## config.mk

```make
export PLATFORM = sky130hd
export DESIGN_NAME = intr_cause_ctrl
export DESIGN_NICKNAME = d
export VERILOG_FILES = /design/src/rtl/intr_cause_ctrl.sv
export SDC_FILE = /design/constraint.sdc
export NUM_CORES = 1
export LEC_CHECK = 0
export BUFFER_PORTS_ARGS = -buffer_cell sky130_fd_sc_hd__buf_2
export CORE_MARGIN = 4
export CORE_UTILIZATION = 41
export CTS_CLUSTER_DIAMETER = 30
export DETAILED_ROUTE_END_ITERATION = 10
export GPL_ROUTABILITY_DRIVEN = 0
export PLACE_DENSITY = 0.79
export SLEW_MARGIN = 20
export SYNTH_ARGS = -nofsm -noshare
export SYNTH_HDL_FRONTEND = slang
export SYNTH_SLANG_ARGS = --single-unit
```

## constraint.sdc

```tcl
create_clock -name clk -period 1.9 [get_ports clk]
set_input_delay 0.095 -clock clk [delete_from_list [all_inputs] [get_ports clk]]
set_output_delay 0.095 -clock clk [all_outputs]
set_load 0.02 [all_outputs]
```

## src/rtl/intr_cause_ctrl.sv

```systemverilog
// Exception/interrupt controller: arbitrates EX-stage exception sources,
// drives the Cause/EPC register write ports and redirects fetch to the
// handler, then back to EPC on ERET.
//
// state   | meaning
// --------+----------------------------------------------------------
// IDLE    | normal execution, watching for an event in EX
// TAKE    | one cycle: write Cause/EPC, flush, fetch handler
// HANDLER | servicing; exceptions ignored, waiting for ERET
// RET     | one cycle: flush, fetch from EPC
module intr_cause_ctrl #(
  parameter logic [31:0] HANDLER_ADDR = 32'h0000_0008,
  parameter int          SYNC_STAGES  = 2
) (
  input  logic        clk,
  input  logic        rst,
  input  logic        ext_irq,
  input  logic        ovf_exc,
  input  logic        ri_exc,
  input  logic        sys_exc,
  input  logic        eret,
  input  logic        ex_valid,
  input  logic        stall,
  input  logic [31:0] ex_pc,
  input  logic [31:0] epc_in,
  output logic [31:0] cause_data,
  output logic        cause_write,
  output logic [31:0] epc_data,
  output logic        epc_write,
  output logic        flush,
  output logic        redirect,
  output logic [31:0] redirect_pc,
  output logic        in_handler
);

  typedef enum logic [1:0] {S_IDLE, S_TAKE, S_HANDLER, S_RET} state_t;

  state_t                 r_state, w_state_nxt;
  logic [SYNC_STAGES-1:0] r_sync;
  logic                   r_irq_d;
  logic                   r_irq_pending;
  logic [1:0]             r_code;
  logic [1:0]             w_code;
  logic                   w_irq_s, w_rise, w_ev, w_take;

  logic [31:0] r_cause_data, w_cause_data;
  logic        r_cause_write, w_cause_write;
  logic [31:0] r_epc_data, w_epc_data;
  logic        r_epc_write, w_epc_write;
  logic        r_flush, w_flush;
  logic        r_redirect, w_redirect;
  logic [31:0] r_redirect_pc, w_redirect_pc;
  logic        r_in_handler, w_in_handler;

  assign w_irq_s = r_sync[SYNC_STAGES-1];
  assign w_rise  = w_irq_s & ~r_irq_d;
  assign w_ev    = ex_valid & ~stall;
  assign w_take  = w_ev & (ovf_exc | ri_exc | sys_exc | r_irq_pending);

  // Fixed-priority source encode: ovf > ri > sys > pending irq.
  always_comb begin
    w_code = 2'b00;
    if (ovf_exc)      w_code = 2'b01;
    else if (ri_exc)  w_code = 2'b10;
    else if (sys_exc) w_code = 2'b11;
  end

  // Synchronize ext_irq and keep one merged pending request per rising edge.
  always_ff @(posedge clk or posedge rst) begin
    if (rst) begin
      r_sync        <= '0;
      r_irq_d       <= 1'b0;
      r_irq_pending <= 1'b0;
    end else begin
      r_sync  <= {r_sync[SYNC_STAGES-2:0], ext_irq};
      r_irq_d <= w_irq_s;
      // Clearing happens as the interrupt is taken; a fresh edge in that
      // same cycle is a new request and survives the clear.
      if (r_state == S_TAKE && r_code == 2'b00)
        r_irq_pending <= w_rise;
      else
        r_irq_pending <= r_irq_pending | w_rise;
    end
  end

  // Next state and next values of the registered outputs.
  always_comb begin
    w_state_nxt   = r_state;
    w_cause_data  = '0;
    w_cause_write = 1'b0;
    w_epc_data    = '0;
    w_epc_write   = 1'b0;
    w_flush       = 1'b0;
    w_redirect    = 1'b0;
    w_redirect_pc = '0;
    w_in_handler  = 1'b0;
    case (r_state)
      S_IDLE: begin
        if (w_take) begin
          w_state_nxt   = S_TAKE;
          w_cause_data  = {28'b0, w_code, 2'b00};
          w_cause_write = 1'b1;
          // syscall returns past itself; faults and irqs re-execute
          w_epc_data    = (w_code == 2'b11) ? ex_pc + 32'd4 : ex_pc;
          w_epc_write   = 1'b1;
          w_flush       = 1'b1;
          w_redirect    = 1'b1;
          w_redirect_pc = HANDLER_ADDR;
          w_in_handler  = 1'b1;
        end
      end
      S_TAKE: begin
        w_state_nxt  = S_HANDLER;
        w_in_handler = 1'b1;
      end
      S_HANDLER: begin
        w_in_handler = 1'b1;
        if (w_ev && eret) begin
          w_state_nxt   = S_RET;
          w_flush       = 1'b1;
          w_redirect    = 1'b1;
          w_redirect_pc = epc_in;
        end
      end
      S_RET: begin
        w_state_nxt = S_IDLE;
      end
      default: begin
        w_state_nxt = S_IDLE;
      end
    endcase
  end

  // State, latched code and output registers.
  always_ff @(posedge clk or posedge rst) begin
    if (rst) begin
      r_state       <= S_IDLE;
      r_code        <= 2'b00;
      r_cause_data  <= '0;
      r_cause_write <= 1'b0;
      r_epc_data    <= '0;
      r_epc_write   <= 1'b0;
      r_flush       <= 1'b0;
      r_redirect    <= 1'b0;
      r_redirect_pc <= '0;
      r_in_handler  <= 1'b0;
    end else begin
      r_state       <= w_state_nxt;
      if (r_state == S_IDLE && w_take) r_code <= w_code;
      r_cause_data  <= w_cause_data;
      r_cause_write <= w_cause_write;
      r_epc_data    <= w_epc_data;
      r_epc_write   <= w_epc_write;
      r_flush       <= w_flush;
      r_redirect    <= w_redirect;
      r_redirect_pc <= w_redirect_pc;
      r_in_handler  <= w_in_handler;
    end
  end

  assign cause_data  = r_cause_data;
  assign cause_write = r_cause_write;
  assign epc_data    = r_epc_data;
  assign epc_write   = r_epc_write;
  assign flush       = r_flush;
  assign redirect    = r_redirect;
  assign redirect_pc = r_redirect_pc;
  assign in_handler  = r_in_handler;

endmodule

```

==> summary.md, run 1 <==
| Metric | Value |
|---|---|
| Via-per-instance ratio | `4.81` |
| Clock Tree Buf Depth | `2` |
| Hold depth | `3` |
| Worst-path clk slew | `0.08 ns` |
| Post-DRT Antenna Nets | `0` |
| CTS tree | `built` |
| Rel. slew slack | `43.5%` |
| H-tree depth | `3` |
| Share of cells above drive strength 1 | `34.4%` |
| DRT Pass-1 Iters | `4` |
| Met3 usage | `7.40%` |
| # diodes | `0` |
| Mapped Cells | `322` |
| CP peak stage delay | `0.53 ns` |
| Share of the synthesized area in the top cell type | `54.7%` |
| GRT met2 Usage | `32.3%` |
| Post-synth top cells | `77 x dfrtp_1, 35 x and2_1, 32 x buf_4, 21 x nand2_1, 16 x nor2_1` |
| Worst setup path category | `input pin to flip-flop` |
| Die X | `101 um` |
| Clk sinks | `77` |
| IO Pins | `174` |
| Setup violators final | `0` |
| Vias in the first global route | `2942` |
| Crit path cell chain | `dlygate4sd3_1 > buf_2 > nand4bb_1 > nor4_1 > nor4b_1 > mux2i_1` |
| Final nets | `587` |
| Hold Slack | `0.00928 ns` |
| IO Port Bufs | `143` |
| Pwr/cell area | `861 nW/um2` |
| Outcome | `finished clean` |
| Drt wl/cell | `15.8 um` |
| Die height | `101 um` |
| Filler cell count | `654` |
| Count of flip-flops with a built-in enable after synthesis | `0` |
| Main synth FF type | `dfrtp_1` |
| Die ar. | `10100 um2` |
| Post-CTS setup buffers | `0` |
| DP Wirelength | `6590 um` |
| Clk_skew | `0.00962 ns` |
| CP required | `2.18 ns` |
| Cell taking the most area after synthesis | `dfrtp_1` |
| Design Power | `4.21 mW` |
| Synth Warn # | `0` |
| Crit path DAT | `2.12 ns` |
| Overall routed net length | `9800 um` |
| Path depth of the worst reg2reg path | `4` |
| Synth cell types | `43` |
| Yosys reg bits | `77` |
| Register Area | `1930 um2` |
| LEAKAGE | `2.56 nW` |
| Asr flop ratio synth | `100%` |
| Highest ir drop seen on vdd | `396 uV` |
| Initial antenna violation count | `0` |
| Post-synthesis sequential area ratio | `54.7%` |
| Mean Syn Cell Area | `10.9 um2` |
| Worst Max-Slew Pin Slew | `0.847 ns` |
| Count of final max-slew check failures | `0` |
| Core footprint | `8300 um2` |
| Fmax | `0.542 GHz` |
| Starting Density | `42.4%` |
| DR DRC count | `0` |
| Grt total ovfl | `0` |
| CTS root buffer | `clkbuf_8` |
| First-pass GRT wire length | `14900 um` |
| Mapped Area | `3520 um2` |
| Final Hold Vio Count | `0` |
| Dpl cell area | `4230 um2` |
| Inserted Clock Buffers | `9` |
| HP Class | `input pin to flip-flop` |
| Final core occ | `59.0%` |
| Initial drt markers | `127` |
| Minimum clock period after layout | `1.85 ns` |
| Gr busiest metal | `met2` |
| Most common cell in the netlist | `dfrtp_1` |
| Final Cell Area | `4900 um2` |
| Multi-input gate area | `1380 um2` |
| Area Overhead vs Synth | `39.0%` |
| Largest net degree at the start of global routing | `78` |
| Top cells by area, synth | `dfrtp_1 55%, buf_4 6.8%, and2_1 6.2%` |
| Worst setup SP type | `input pin` |
| Worst skew pair latency | `0.35 ns` |
| CP max-delay cell | `dlygate4sd3_1` |
| GRT Total Usage | `19.1%` |
| Max_cap viols | `0` |
| Vias | `2978` |
| Num rows | `33` |
| Setup crit end kind | `flip-flop` |
| GR Util met1 | `21.7%` |
| Crit-path max FO | `6` |
| Tcrit/Tclk final | `97.1%` |
-- logic make-up (layout without fill, tap and decap cells) --
family | count (synthesis) | after routing | synth area share, %
flip-flops | 77 | 77 | 54.7
other | 1 | 30 | 0.106
XOR/XNOR | 10 | 10 | 2.49
adder cells (fa/ha/maj) | 5 | 5 | 1.78
AO/OA/AOI/OAI | 33 | 33 | 6.11
buffers and inverters | 53 | 216 | 9.88
multiplexers | 7 | 7 | 2.02
AND/OR/NAND/NOR | 136 | 136 | 22.9
-- state kept, by name, summed over array words and instances, names as in the netlist --
register,count
cause_data,2
epc_data,32
epc_write,1
in_handler,1
r_code,2
r_irq_d,1
r_irq_pending,1
r_state,2
r_sync,2
redirect,1
redirect_pc,32
-- stage by stage --
| step | TNS [ns] | std cells | setup slack (ns) |
|---|---|---|---|
| 5_1_grt | -0.0395 | 619 | -0.0395 |
| 2_1_floorplan | 0 | 351 | 0.358 |
| 3_5_place_dp | 0 | 561 | 0.157 |
| 4_1_cts | 0 | 619 | 0.0507 |
| 3_3_place_gp | 0 | 561 | 0.282 |
| 6_report | 0 | 619 | 0.0548 |
-- report_power, final --
group | internal, mW | switching [mW] | total (mW)
clock | 0.751 | 0.623 | 1.37
sequential | 1.81 | 0.0723 | 1.88
combinational | 0.382 | 0.581 | 0.962
-- layout by cell type, fill, tap and decap left out, types with 2 or more instances in the layout --
cell type        n
xor2_1           5
buf_2          143
inv_1            5
nor4_1           6
or4_1           13
bufinv_16        2
nand4_1         10
buf_4            7
and4_1           4
nor3_1           3
nor2_1          16
nand2b_1         6
and2_1          35
mux2i_1          6
xnor2_1          5
a21oi_1         12
and3_1           2
clkinvlp_4       2
dlygate4sd3_1   42
o21a_1           3
dfrtp_1         77
nand3_1          7
nor4_2           2
nand3_2          2
inv_6            2
clkbuf_8         9
conb_1          30
a21o_1           2
o31ai_1         11
nand2_1         21
ha_1             5
-- critical path: cells and delay by family --
kind / cells / cell delay, ns
buf+inv: 2 / 0.68
simple gates: 3 / 1.12
mux: 1 / 0.23
-- area by class of cell --
type	instances	share of cell area, %
Timing Repair Buffer	193	24.7
Clock buffer	10	2.61
Multi-Input combinational cell	221	28.2
Clock inverter	6	1.92
Sequential cell	77	39.3
Tap cell	105	2.68
Inverter	7	0.613
-- repair_timing --
item,CTS,global route
endpoints found under the hold margin,118,0
hold buffers,42,0
setup endpoints to repair,0,2
gates resized for setup,0,4
-- worst paths after layout --
| check | start | to | slack (ns) |
|---|---|---|---|
| hold / removal | ex_pc[30] | epc_data[30] | 0.009 |
| setup / recovery | ovf_exc | epc_data[31] | 0.05 |
| setup reg to reg | r_state[0] | redirect_pc[26] | 0.16 |
| hold reg to reg | r_sync[0] | r_sync[1] | 0.36 |
| max in group asynchronous | rst | r_sync[1] | 1.14 |
| min in group asynchronous | rst | redirect_pc[10] | 0.41 |
-- layer usage --
metal / up-vias / part of all wire (%) / routed length (um)
met5: - / 0 / 0
met4: 0 / 1.8 / 180
met3: 16 / 13 / 1280
met2: 162 / 48 / 4740
met1: 1375 / 37 / 3600
li1: 1425 / - / -
No activity file was read; power rests on OpenSTA's default activity.
==> run 2, diff against run 1 <==
- PLACE_DENSITY: 0.79 -> 0.76
==> run 2 against run 1 <==
Compared with the run above:
- die area did not move
- core utilization decreased by 0.20 points
- clock power is 11% higher
- cell area fell by 0.33%
- largest power group unchanged
==> summary.md, run 2 (synthesis results as in run 1) <==
| Metric | Value |
|---|---|
| Inserted Clock Buffers | `9` |
| Crit-path max FO | `12` |
| # diodes | `0` |
| Setup crit end kind | `flip-flop` |
| Most common cell after layout, fill and taps aside | `buf_2` |
| Crit path DAT | `2.05 ns` |
| Filler cell count | `674` |
| Clk sinks | `77` |
| Final Cell Area | `4880 um2` |
| Max_cap viols | `0` |
| Vias | `2940` |
| Delay-heaviest family, CP | `simple AND/OR/NAND/NOR gates` |
| RSZ-0062 raised after global routing | `false` |
| Tcrit/Tclk final | `94.5%` |
| CP peak stage delay | `0.53 ns` |
| Worst Max-Slew Pin Slew | `0.819 ns` |
| Final nets | `584` |
| DP Wirelength | `6700 um` |
| Fmax | `0.557 GHz` |
| IO Pins | `174` |
| Grt total ovfl | `0` |
| HP Class | `input pin to flip-flop` |
| Clk_skew | `0.00752 ns` |
| Count of final max-slew check failures | `0` |
| GRT Total Usage | `18.5%` |
| Most frequent cells in the layout | `143 x buf_2, 77 x dfrtp_1, 40 x dlygate4sd3_1` |
| First-pass GRT wire length | `14800 um` |
| Setup ws final | `0.104 ns` |
| Worst setup path category | `input pin to flip-flop` |
| Die X | `101 um` |
| H-tree depth | `3` |
| Register Area | `1930 um2` |
| DRT Pass-1 Iters | `4` |
| Share of cells above drive strength 1 | `33.9%` |
| Design Power | `4.35 mW` |
| Final core occ | `58.8%` |
| Via-per-instance ratio | `4.77` |
| CP required | `2.16 ns` |
| CTS root buffer | `clkbuf_8` |
| Largest net degree at the start of global routing | `46` |
| Area Overhead vs Synth | `38.6%` |
| Die height | `101 um` |
| Non-Filler Instances | `616` |
| Worst-path clk slew | `0.08 ns` |
| CTS tree | `built` |
| Multi-input gate area | `1360 um2` |
| Hold Slack | `0.0292 ns` |
| Pre-CTS setup slack | `0.176 ns` |
| Initial drt markers | `113` |
| Vias in the first global route | `2963` |
| Crit path cell chain | `dlygate4sd3_1 > buf_2 > and4bb_1 > nand2_2 > or4_1 > a21oi_1` |
| Die ar. | `10100 um2` |
| Worst skew pair latency | `0.33 ns` |
| Outcome | `finished clean` |
| Dpl cell area | `4230 um2` |
| Rel. slew slack | `45.4%` |
| LEAKAGE | `2.57 nW` |
| Core footprint | `8300 um2` |
| Starting Density | `42.4%` |
| Overall routed net length | `9420 um` |
| Minimum clock period after layout | `1.80 ns` |
| Setup violators final | `0` |
| Clock Tree Buf Depth | `2` |
| IO Port Bufs | `143` |
| Post-DRT Antenna Nets | `0` |
| Sum Neg Setup Slack | `0 ns` |
| Drt wl/cell | `15.3 um` |
| Initial antenna violation count | `0` |
| Worst setup SP type | `input pin` |
| Num rows | `33` |
| Pwr/cell area | `892 nW/um2` |
| Final Hold Vio Count | `0` |
| Highest ir drop seen on vdd | `436 uV` |
| Buf+Inv Stages, Crit Path | `2` |
| Placed insts | `560` |
| DR DRC count | `0` |
| CP max-delay cell | `dlygate4sd3_1` |
## run 2: tightest hold or removal path, cell delays in order
cell     delay, ns
buf_2         0.12
nand2_1       0.05
mux2i_1       0.05
## run 2: final cells by class
class | count | share of cell area [%]
multi-input cells | 221 | 27.9
clock inverters | 5 | 2.20
repair buffers | 190 | 24.2
inverters | 7 | 0.615
well taps | 105 | 2.69
clock buffers | 11 | 2.90
flip-flops and latches | 77 | 39.5
## run 2: power breakdown
| part | switching (mW) | total [mW] | internal, mW |
|---|---|---|---|
| Clock | 0.604 | 1.52 | 0.915 |
| Sequential | 0.0686 | 1.87 | 1.81 |
| Combinational | 0.581 | 0.961 | 0.380 |
| Total | 1.25 | 4.35 | 3.10 |
## run 2: final timing paths
check                           start              to  slack (ns)  depth (start not counted)
max                           ovf_exc    epc_data[18]        0.10                          6
min                         ex_pc[29]    epc_data[29]        0.03                          3
max reg2reg                r_state[0]  redirect_pc[4]        0.17                          4
min reg2reg                 r_sync[0]       r_sync[1]        0.35                          0
max in group asynchronous         rst      r_state[1]        0.79                          4
min in group asynchronous         rst  redirect_pc[1]        0.45                          3
## run 2: routing by layer
layer | GRT usage [%] | wire length, um
met2 | 31.8 | 4460
met4 | 4.66 | 131
met3 | 6.23 | 1070
met1 | 22.3 | 3760
met5 | 0 | 0
## run 2: timing repair
action | CTS | global route
gates resized for setup | 0 | 1
endpoints found under the hold margin | 71 | 0
setup buffers | 0 | 0
hold buffers | 40 | 0
endpoints found under the setup margin | 0 | 1
==> run 3, diff against run 2 <==
- BUFFER_PORTS_ARGS: -buffer_cell sky130_fd_sc_hd__buf_2 -> not set
- CORE_UTILIZATION: 41 -> 54
- DONT_BUFFER_PORTS: not set -> 1
- PLACE_DENSITY: 0.76 -> 0.72
==> run 3 against run 2 <==
Compared with the run above:
- register-to-register slack better by 0.09 ns
- largest cell class unchanged
- sequential share of layout area up 4.3 points
- global-route usage up 3.6 points
- core utilization up 10 points
- critical path depth down 1
- largest power group unchanged
- cell area down 9.9%
- routed wire length down 7.9%
- via count down 12%
==> summary.md, run 3 (synthesis results as in run 1) <==
| Metric | Value |
|---|---|
| Outcome | `finished clean` |
| CTS root buffer | `clkbuf_8` |
| DRT Pass-1 Iters | `4` |
| Hold Slack | `0.0111 ns` |
| Setup violators final | `0` |
| Count of final max-slew check failures | `0` |
| Worst-path clk slew | `0.08 ns` |
| # diodes | `0` |
| IO Pins | `174` |
| Met2 WL post-DR | `4260 um` |
| HP Class | `input pin to flip-flop` |
| Crit path cell chain | `or4_1 > nand3_1 > buf_4 > nor2_1 > a21o_1` |
| Clock Tree Buf Depth | `2` |
| H-tree depth | `3` |
| Sum Neg Setup Slack | `0 ns` |
| Share of cells above drive strength 1 | `6.58%` |
| Area Overhead vs Synth | `24.9%` |
| DP Wirelength | `5570 um` |
| Final core occ | `69.3%` |
| Die X | `88.8 um` |
| Post-CTS setup buffers | `0` |
| CP Launch Point | `r_irq_pending` |
| GRT Total Usage | `22.2%` |
| DR DRC count | `0` |
| CP max-delay cell | `or4_1` |
| Num rows | `29` |
| Crit path DAT | `1.88 ns` |
| Die ar. | `7880 um2` |
| Fmax | `0.611 GHz` |
| Crit-path max FO | `16` |
| Clk_skew | `0.0137 ns` |
| Worst Max-Slew Pin Slew | `0.664 ns` |
| Grt total ovfl | `0` |
| Pwr/cell area | `943 nW/um2` |
| Worst setup path category | `flip-flop to flip-flop` |
| Worst R2R Start | `r_irq_pending` |
| Minimum clock period after layout | `1.64 ns` |
| Worst setup SP type | `flip-flop` |
| Highest ir drop seen on vdd | `853 uV` |
| Post-DRT Antenna Nets | `0` |
| Filler cell count | `455` |
| Reg2reg setup slack | `0.26 ns` |
| Register Area | `1930 um2` |
| IO Port Bufs | `0` |
| RSZ-0062 raised after global routing | `false` |
| Worst skew pair latency | `0.35 ns` |
| Max_cap viols | `0` |
| Met1 wire length | `3240 um` |
| Design Power | `4.15 mW` |
| Placed insts | `386` |
| Pre-CTS setup slack | `0.261 ns` |
| Final Cell Area | `4400 um2` |
| Met3 Routed Length | `1050 um` |
| Tcrit/Tclk final | `86.1%` |
| Multi-input gate area | `1360 um2` |
| Setup crit end kind | `flip-flop` |
| Rel. slew slack | `55.6%` |
| LEAKAGE | `2.00 nW` |
| Setup crit end | `r_code[0]` |
| Initial antenna violation count | `0` |
| CP peak stage delay | `0.44 ns` |
| Core footprint | `6350 um2` |
| Path depth of the worst reg2reg path | `5` |
| First-pass GRT wire length | `13000 um` |
| Non-Filler Instances | `472` |
| Via-per-instance ratio | `5.50` |
| Initial drt markers | `147` |
| Dpl cell area | `3450 um2` |
| Post_cts resized | `0` |
| CP required | `2.14 ns` |
| Setup ws final | `0.263 ns` |
| Inserted Clock Buffers | `9` |
| Largest net degree at the start of global routing | `52` |
| Clk sinks | `77` |
| Worst R2R End | `r_code[0]` |
| Top sig layer | `met4` |
| Final nets | `469` |
| Vias | `2597` |
| Final Hold Vio Count | `0` |
| Most common cell after layout, fill and taps aside | `dfrtp_1` |
| Overall routed net length | `8680 um` |
| Starting Density | `55.5%` |
| Drt wl/cell | `18.4 um` |
| Die height | `88.8 um` |
| Vias in the first global route | `2626` |
| Most frequent cells in the layout | `77 x dfrtp_1, 71 x dlygate4sd3_1, 35 x and2_1` |
| CTS tree | `built` |
## run 3: worst min-delay path by stage
stage                         start               to  slack [ns]  depth (start not counted)
after floorplan             ext_irq        r_sync[0]        0.13                          0
after global placement          rst  redirect_pc[15]        0.06                          1
after detailed placement        rst  redirect_pc[15]        0.07                          1
after CTS                 ex_pc[16]     epc_data[17]       0.006                          3
after global routing       ex_pc[5]      epc_data[5]       0.003                          2
final                      ex_pc[5]      epc_data[5]        0.01                          2
## run 3: critical path: cells and delay by family (launching register included)
kind / cells / cell delay (ns)
AOI/OAI and AO/OA: 1 / 0.16
buffers and inverters: 1 / 0.25
DFF: 1 / 0.40
and+or+nand+nor: 3 / 0.74
## run 3: area by class of cell
cell class / instances / area share (%)
clock buffers: 9 / 2.82
clock inverters: 6 / 2.56
inverters: 7 / 0.683
multi-input cells: 221 / 30.8
flip-flops and latches: 77 / 43.8
well taps: 77 / 2.19
repair buffers: 75 / 17.1
## run 3: layer usage
metal | vias up | GRT usage [%]
met2 | 160 | 36.4
met1 | 1239 | 25.9
met5 | - | 0
met4 | 0 | 9.48
li1 | 1185 | -
met3 | 13 | 8.38
## run 3: timing repair
action	CTS	global route
setup endpoints to repair	0	0
hold buffers	71	0
endpoints found under the hold margin	93	0
## run 3: where the power goes
group | switching [mW] | total (mW) | leakage [nW] | internal (mW)
combinational | 0.337 | 0.624 | 0.838 | 0.287
sequential | 0.253 | 2.06 | 1.05 | 1.81
clock | 0.597 | 1.47 | 0.119 | 0.868
total | 1.19 | 4.15 | 2.00 | 2.96
